File: config.mk
export PLATFORM = sky130hd
export DESIGN_NAME = seg_scan_ctrl
export DESIGN_NICKNAME = d
export VERILOG_FILES = /design/src/rtl/seg_scan_ctrl_pkg.sv /design/src/rtl/seg_scan_presc.sv /design/src/rtl/seg_scan_ctrl.sv
export SDC_FILE = /design/constraint.sdc
export NUM_CORES = 1
export LEC_CHECK = 0
export BUFFER_PORTS_ARGS = -buffer_cell sky130_fd_sc_hd__buf_2
export CAP_MARGIN = 25
export CORE_AREA = 2 2 118 85
export DETAILED_ROUTE_END_ITERATION = 7
export DIE_AREA = 0 0 120 87
export PLACE_DENSITY = 0.72
export SYNTH_ARGS = -nofsm -noshare
export SYNTH_HDL_FRONTEND = slang
export SYNTH_SLANG_ARGS = --single-unit
File: constraint.sdc
create_clock -name clk -period 5 [get_ports clk]
set_input_delay 1 -clock clk [delete_from_list [all_inputs] [get_ports clk]]
set_output_delay 1 -clock clk [all_outputs]
set_load 0.02 [all_outputs]
File: src/rtl/seg_scan_ctrl_pkg.sv
`default_nettype none
// ============================================================================
// Module  : seg_scan_ctrl_pkg
// Brief   : Shared types and constants for the seven-segment scan controller.
// Revision: 1.0  initial release
// ============================================================================
package seg_scan_ctrl_pkg;

    // Scan controller phases
    typedef enum logic [1:0] {
        IDLE = 2'd0,
        SHOW = 2'd1,
        GAP  = 2'd2
    } scan_state_t;

    // Last digit position in a frame
    localparam logic [2:0] POS_LAST = 3'd7;

endpackage : seg_scan_ctrl_pkg
`default_nettype wire

File: src/rtl/seg_scan_presc.sv
`default_nettype none
// ============================================================================
// Module  : seg_scan_presc
// Brief   : Terminal-count prescaler. Counts 0..limit and flags tc on the
//           last count, then wraps to 0. clr forces the count to 0.
// Revision: 1.0  initial release
// ============================================================================
module seg_scan_presc
    import seg_scan_ctrl_pkg::*;
#(
    parameter int CNT_W = 17
) (
    input  logic             clk,
    input  logic             rst_n,
    input  logic             clr,
    input  logic [CNT_W-1:0] limit,
    output logic             tc
);

    localparam logic [CNT_W-1:0] c_one = {{(CNT_W-1){1'b0}}, 1'b1};

    logic [CNT_W-1:0] r_cnt;

    // tc marks the final cycle of the current phase
    assign tc = (r_cnt == limit);

    // Count up, restarting at 0 after the terminal count or on clear
    always_ff @(posedge clk or negedge rst_n) begin
        if (!rst_n) begin
            r_cnt <= '0;
        end else if (clr || tc) begin
            r_cnt <= '0;
        end else begin
            r_cnt <= r_cnt + c_one;
        end
    end

endmodule : seg_scan_presc
`default_nettype wire

File: src/rtl/seg_scan_ctrl.sv
`default_nettype none
// ============================================================================
// Module  : seg_scan_ctrl
// Brief   : 8-digit time-multiplexed seven-segment scan controller with
//           per-digit enable, leading-zero suppression, blanking gaps and
//           tear-free value updates at frame boundaries.
// Revision: 1.0  initial release
// ============================================================================
module seg_scan_ctrl
    import seg_scan_ctrl_pkg::*;
#(
    parameter int SCAN_DIV = 100000,
    parameter int GAP_CYC  = 1000,
    parameter int CNT_W    = 17
) (
    input  logic        clk,
    input  logic        rst_n,
    input  logic        enable,
    input  logic [31:0] value,
    input  logic        load,
    input  logic [7:0]  digit_en,
    input  logic        lz_en,
    output logic [3:0]  dig,
    output logic [2:0]  pos,
    output logic        blank,
    output logic        frame_done
);

    localparam logic [CNT_W-1:0] c_show_lim = CNT_W'(SCAN_DIV - 1);
    localparam logic [CNT_W-1:0] c_gap_lim  = CNT_W'(GAP_CYC - 1);

    scan_state_t      r_state;
    logic [31:0]      r_pending;
    logic [31:0]      r_active;
    logic [3:0]       r_dig;
    logic [2:0]       r_pos;
    logic             r_blank;
    logic             r_frame_done;

    logic             w_tc;
    logic             w_presc_clr;
    logic [CNT_W-1:0] w_limit;
    logic             w_xfer;
    logic [31:0]      w_active_nxt;
    logic [2:0]       w_pos_nxt;
    logic [3:0]       w_dig_nxt;
    logic [7:0]       w_lz_mask;
    logic             w_slot_blank;

    // One prescaler times both phases; the limit follows the current phase
    assign w_presc_clr = (r_state == IDLE) || !enable;
    assign w_limit     = (r_state == GAP) ? c_gap_lim : c_show_lim;

    seg_scan_presc #(
        .CNT_W (CNT_W)
    ) u_presc (
        .clk   (clk),
        .rst_n (rst_n),
        .clr   (w_presc_clr),
        .limit (w_limit),
        .tc    (w_tc)
    );

    // The displayed value is only replaced on IDLE exit or the 7->0 wrap,
    // so a frame never mixes two values.
    assign w_xfer       = enable && ((r_state == IDLE) ||
                          ((r_state == GAP) && w_tc && (r_pos == POS_LAST)));
    assign w_active_nxt = w_xfer ? r_pending : r_active;

    // Position for the next cycle; 3-bit increment wraps 7 back to 0
    assign w_pos_nxt = (r_state == IDLE)            ? 3'd0 :
                       ((r_state == GAP) && w_tc)   ? (r_pos + 3'd1) :
                                                      r_pos;

    // Outputs are registered, so slot content is computed from next-cycle
    // position and value.
    assign w_dig_nxt = w_active_nxt[{w_pos_nxt, 2'b00} +: 4];

    // Leading-zero mask: position k is a leading zero when every nibble from
    // k upward is zero. Position 0 is never suppressed.
    assign w_lz_mask[0] = 1'b0;
    for (genvar k = 1; k < 8; k++) begin : g_lz
        assign w_lz_mask[k] = (w_active_nxt[31:4*k] == '0);
    end

    assign w_slot_blank = ~digit_en[w_pos_nxt] | (lz_en & w_lz_mask[w_pos_nxt]);

    // Pending register captures every load strobe, independent of scanning
    always_ff @(posedge clk or negedge rst_n) begin
        if (!rst_n) begin
            r_pending <= '0;
        end else if (load) begin
            r_pending <= value;
        end
    end

    // Scan FSM with registered display outputs
    always_ff @(posedge clk or negedge rst_n) begin
        if (!rst_n) begin
            r_state      <= IDLE;
            r_active     <= '0;
            r_dig        <= '0;
            r_pos        <= '0;
            r_blank      <= 1'b1;
            r_frame_done <= 1'b0;
        end else begin
            r_frame_done <= 1'b0;
            if (!enable) begin
                r_state <= IDLE;
                r_pos   <= '0;
                r_blank <= 1'b1;
            end else begin
                case (r_state)
                    IDLE: begin
                        r_state  <= SHOW;
                        r_active <= w_active_nxt;
                        r_pos    <= w_pos_nxt;
                        r_dig    <= w_dig_nxt;
                        r_blank  <= w_slot_blank;
                    end
                    SHOW: begin
                        if (w_tc) begin
                            r_state <= GAP;
                            r_blank <= 1'b1;
                        end else begin
                            // digit_en / lz_en are live during the slot
                            r_dig   <= w_dig_nxt;
                            r_blank <= w_slot_blank;
                        end
                    end
                    GAP: begin
                        if (w_tc) begin
                            r_state  <= SHOW;
                            r_active <= w_active_nxt;
                            r_pos    <= w_pos_nxt;
                            r_dig    <= w_dig_nxt;
                            r_blank  <= w_slot_blank;
                            if (r_pos == POS_LAST) begin
                                r_frame_done <= 1'b1;
                            end
                        end
                    end
                    default: begin
                        r_state <= IDLE;
                        r_pos   <= '0;
                        r_blank <= 1'b1;
                    end
                endcase
            end
        end
    end

    assign dig        = r_dig;
    assign pos        = r_pos;
    assign blank      = r_blank;
    assign frame_done = r_frame_done;

endmodule : seg_scan_ctrl
`default_nettype wire

======== Yosys cells after proc, flatten, opt, wreduce, memory -nomap -nowiden ========
Index checks and enable logic that the tools add are counted.
storage, ports and cells
  output and inout bits ................... 9
  bits in registers ....................... 92
operators by class
  multiplexer cells ....................... 29
  reduce and logical (&&, ||, !) cells .... 21
  shift-type cells ........................ 1
  equal/unequal tests ..................... 9
  bitwise gates (word level) .............. 3
  add/sub/neg operators ................... 2
  $lt $le $gt $ge ......................... 1
operators by type and width
  operator               number
  $mux 32                2
  $pmux 32 s2            1
  $mux 17                2
  $shiftx 32x6->4        1
  $logic_not 28->1       1
  $logic_not 24->1       1
  $logic_not 20->1       1
  $add 17x1->17 const B  1
  $eq 17x17->1           1
  $logic_not 16->1       1
  $logic_not 12->1       1
  $mux 3                 4
  $pmux 4 s3             1
  $mux 1                 9
  $pmux 3 s3             1
  $logic_not 8->1        1
  $mux 4                 2
  $bmux 1 s3             2
  $mux 2                 3
  $ne 3x2->1 const B     2
  $pmux 2 s3             1
  $logic_not 4->1        1
  $lt 3x4->1 const B     1
  $ne 2x2->1 const B     2
  18 further kinds       23

======== Logic depth before layout (Yosys ltp) ========
  depth in word-level cells ............... 16
  gate-level depth with buffers ........... 11

======== Hierarchy ========
Synthesis repeated with hierarchy kept, for this count alone.
second synthesis, totals
  cell total of the unflattened synthesis .. 532
  area, all modules ....................... 5147.4 um^2
by module, submodules not included
  module          times used  area each (um^2)  cells an instance
  seg_scan_ctrl   1           4145.2            426
  seg_scan_presc  1           1002.2            106

======== Worst setup path before layout ========
No wires, ideal clock.
  path kind ............................... input to register
  from .................................... input enable
  to ...................................... register r_active[13]
  arrival time ............................ 2.501 ns
  cell stages on the path ................. 6
  library setup time ...................... 0.125 ns
  path slack .............................. 2.374 ns
  data required time ...................... 4.875 ns
  path buffers ............................ 4
  cell sequence ........................... buf_2 a41oi_4 buf_6 clkbuf_1 buf_2 mux2_2
on the way
  cells in the longest elaborated chain, start to end .. 4
RTL lines
  item                    line                  source
  start: declaration      seg_scan_ctrl.sv:18   input logic enable,
  $logic_and 1x1->1       seg_scan_ctrl.sv:66   assign w_xfer = enable && ((r_state == IDLE) ||
  $mux 32                 seg_scan_ctrl.sv:68   assign w_active_nxt = w_xfer ? r_pending : r_active;
  $mux 32                 seg_scan_ctrl.sv:132  if (w_tc) begin
  $pmux 32 s2             seg_scan_ctrl.sv:113  case (r_state)
  end signal: assignment  seg_scan_ctrl.sv:116  r_active <= w_active_nxt;
  end signal: assignment  seg_scan_ctrl.sv:134  r_active <= w_active_nxt;
  end: declaration        seg_scan_ctrl.sv:34   logic [31:0] r_active;
Several ways; a longest one is shown, not always the timed one. The select of a mux whose other input is x is not followed.
A chain may end at the register's enable or synchronous reset.

======== Worst setup path after layout ========
  from .................................... input enable
  to ...................................... register r_dig[3], in the netlist dig[3]
on the way
  cells in the longest elaborated chain, start to end .. 5
RTL lines
  item                       line                                        source
  $logic_and 1x1->1          seg_scan_ctrl.sv:66
  $mux 32                    seg_scan_ctrl.sv:68
  $shiftx 32x6->4            seg_scan_ctrl.sv:77                         assign w_dig_nxt = w_active_nxt[{w_pos_nxt, 2'b00} +: 4];
  $mux 4 (on tied branches)  seg_scan_ctrl.sv:132, seg_scan_ctrl.sv:122
  $pmux 4 s3                 seg_scan_ctrl.sv:113
  end signal: assignment     seg_scan_ctrl.sv:118                        r_dig <= w_dig_nxt;
  end signal: assignment     seg_scan_ctrl.sv:127                        r_dig <= w_dig_nxt;
  end signal: assignment     seg_scan_ctrl.sv:136                        r_dig <= w_dig_nxt;
  end: declaration           seg_scan_ctrl.sv:35                         logic [3:0] r_dig;
Several ways; a longest one is shown, not always the timed one. The select of a mux whose other input is x is not followed.

==> results by group <==
Global routing
  • Largest net degree at the start of global routing: 50
  • GRT Util Overall: a little over 20%
  • First-pass GRT wire length: around 16,000 microns
  • Vias in the first global route: 3,094
  • Initial antenna violation count: 0
  • GRT overflow: 0

Timing
  • Setup Viol. Count Final: 0
  • Max frequency: 313 MHz
  • Setup Skew: 0.00489 ns
  • Slew HR: 40.6%
  • Min Tclk post-route: 3.19 ns
  • Setup WS post-layout: about 1.8 ns
  • Slew Limit Fails: 0
  • Period utilization: 63.8%
  • Actual slew at the worst max-slew pin: 0.892 ns
  • Hold Vio Cnt, Final: 0
  • Setup TNS Final: 0 ns
  • RSZ-0062 raised after global routing: no

Clock tree
  • # Post-CTS Setup Buffers: 0
  • CTS Buffer Depth: 2
  • # resized after CTS: 0
  • CTS sink cnt: 92
  • CTS Buf Count: 9
  • CTS tree: built
  • Clock root cell: clkbuf_16
  • Hold buffers post-CTS: 0
  • Worst-skew pair later-pin latency: 0.34 ns
  • CTS clk-pin slew, worst paths: about 0.060 ns
  • H-tree lvl count: 3

Route
  • Total number of vias: 3,109
  • Detailed-route DRC error count: 0
  • Post-route ant nets: 0
  • DRT iter0 DRCs: around 230
  • DR WL/cell: 17.9 microns
  • DR vias/cell: 5.64
  • Post-Route WL: between 9000 and 10,000 microns
  • Pre-antenna DRT Iters: 4

Critical path
  • R2r worst-path depth: 10
  • CP required: 5.22 ns
  • R2R setup slack: 1.84 ns
  • Crit. Startpoint: enable
  • Worst EP arrival: approximately 3.4 ns
  • CP startpoint kind: input port
  • Critical path endpoint category: flip-flop
  • WS Path Type: in -> reg
  • RR Startpoint: u_presc.r_cnt[0]
  • Worst Path Max Fanout: 22

Die
  • Initial Util: roughly half
  • Num rows: 30
  • Die area: 10,400 sq um
  • Die X: 120 microns
  • Core ar.: 9420 sq um
  • Ports: 54
  • Die height: a little under 90 microns

Synthesis
  • Number of synthesized flops with an enable pin: 0
  • Synth top area share: roughly half
  • Distinct cells, synth: 55
  • Mapped Nets: 415
  • Count of state elements after synthesis: 92
  • Ys async rst share: 100%
  • Cells after Synth: between 300 and 400
  • Ys flop type: dfrtp_1
  • Ys Warns: 0
  • Largest area contributor in the netlist: dfrtp_1
  • Synth area leaders: dfrtp_1 (50%), mux2_2 (16%), mux4_2 (4.0%)
  • Mean area per synthesized cell: 12.4 sq um
  • Post-Synthesis Cell Area: 4560 sq um
  • Seq/Total Area, Yosys: between 50 and 60%

Finish
  • # nets final: 467
  • Most common cell after layout, fill and taps aside: dfrtp_1
  • N_diodes: 0
  • Layout cell share with drive strength beyond 1: a little over a third
  • Most frequent cells in the layout: dfrtp_1 (91), mux2_2 (63), buf_2 (52)
  • Area Growth Syn to Fin: 15.1%
  • # fillers: 793

Pwr
  • P_leak: approximately 2.3 nW
  • Max VDD drop: 0.191 mV
  • Pwr dens: 351 nW/um^2

Place
  • Dpl ws: 1.52 ns
  • RePlAce Congestion: 0.851
  • PortBufs: 53
  • Hpwl dp: ~7000 microns

Status
  • Status: finished clean

Worst hold path
  • WHS Path Cells: 1
  • Hold Path Class: reg -> reg
  • Hold_sp: r_active[1]

Run
  • Max-capacitance violation count: 0
## worst max-delay path: stages
cell and delay, ns:
buf_2 0.17, and2_1 0.19, a41oi_4 0.67, buf_4 0.41, mux2_2 0.38, mux2i_1 0.17, nor2_1 0.08, a211oi_1 0.24
a211oi_1 0.08
## state kept, by name, summed over array words and instances, names as in the netlist
name	cells
u_presc.r_cnt	17
r_state	2
blank	1
r_active	32
frame_done	1
dig	4
r_pending	32
pos	3
## where the power goes
group          total (mW)  internal, mW  switching [mW]
logic               0.219         0.120          0.0993
clock network       0.728         0.449           0.279
registers           0.893         0.829          0.0637
## path summary, 6_finish.rpt
kind                                      to
min in group asynchronous  u_presc.r_cnt[11]
hold reg to reg                  r_active[1]
max in group asynchronous       r_pending[0]
hold / removal                   r_active[1]
setup / recovery                      dig[3]
setup reg to reg                      dig[3]
## Yosys cell counts, types with 4 or more instances
| cell | number |
|---|---|
| nand3_1 | 11 |
| a21oi_1 | 6 |
| inv_1 | 5 |
| mux2_2 | 63 |
| nor2_1 | 33 |
| xnor2_1 | 5 |
| buf_2 | 4 |
| and3_1 | 5 |
| nor4_1 | 8 |
| dfrtp_1 | 91 |
| mux4_2 | 8 |
| clkbuf_1 | 5 |
| xor2_1 | 10 |
| a211oi_1 | 12 |
| mux2i_1 | 16 |
| and2_1 | 6 |
| or4_1 | 4 |
| nand2_1 | 17 |
| nand2b_1 | 5 |
## layout make-up
type	count	area [sq um]	area share, %
Clock inverter	4	73.8	1.41
Multi-Input combinational cell	255	2150	41.1
Sequential cell	92	2300	43.9
Clock buffer	11	243	4.63
Inverter	5	18.8	0.358
Tap cell	128	160	3.05
Timing Repair Buffer	56	290	5.54
## logic make-up (layout without fill, tap and decap cells)
kind of cell	count (synthesis)	in the layout	share of synthesized area, %
adders and majority gates	4	4	1.04
buffers and inverters	20	76	2.17
muxes	89	89	23.6
and+or+nand+nor	111	111	13.4
AOI/OAI and AO/OA	36	36	6.29
DFF	92	92	50.6
xor gates and xnor gates	15	15	2.88
## per-layer routing
layer / up-vias / routed length, microns / global-route usage, %
met5: - / 0 / 0
met4: 0 / 162 / 8.02
met3: 14 / 488 / 4.84
met2: 86 / 4200 / 28.5
met1: 1565 / 5000 / 30.5
li1: 1444 / - / -
## per-stage QoR
stage / instance area (sq um) / hold WS, ns / util [%] / total power, mW / std cells
6_report: 5240 / 0.500 / 55.6 / 1.84 / 551
5_1_grt: 5240 / 0.522 / 55.6 / 1.92 / 551
4_1_cts: 5240 / 0.498 / 55.6 / 1.86 / 551
3_5_place_dp: 4930 / 0.485 / 52.3 / 1.12 / 536
3_3_place_gp: 4930 / 0.480 / 52.3 / 1.11 / 536
2_1_floorplan: 4560 / 0.455 / - / 1.04 / 367
(Power assumes the default switching activity.)
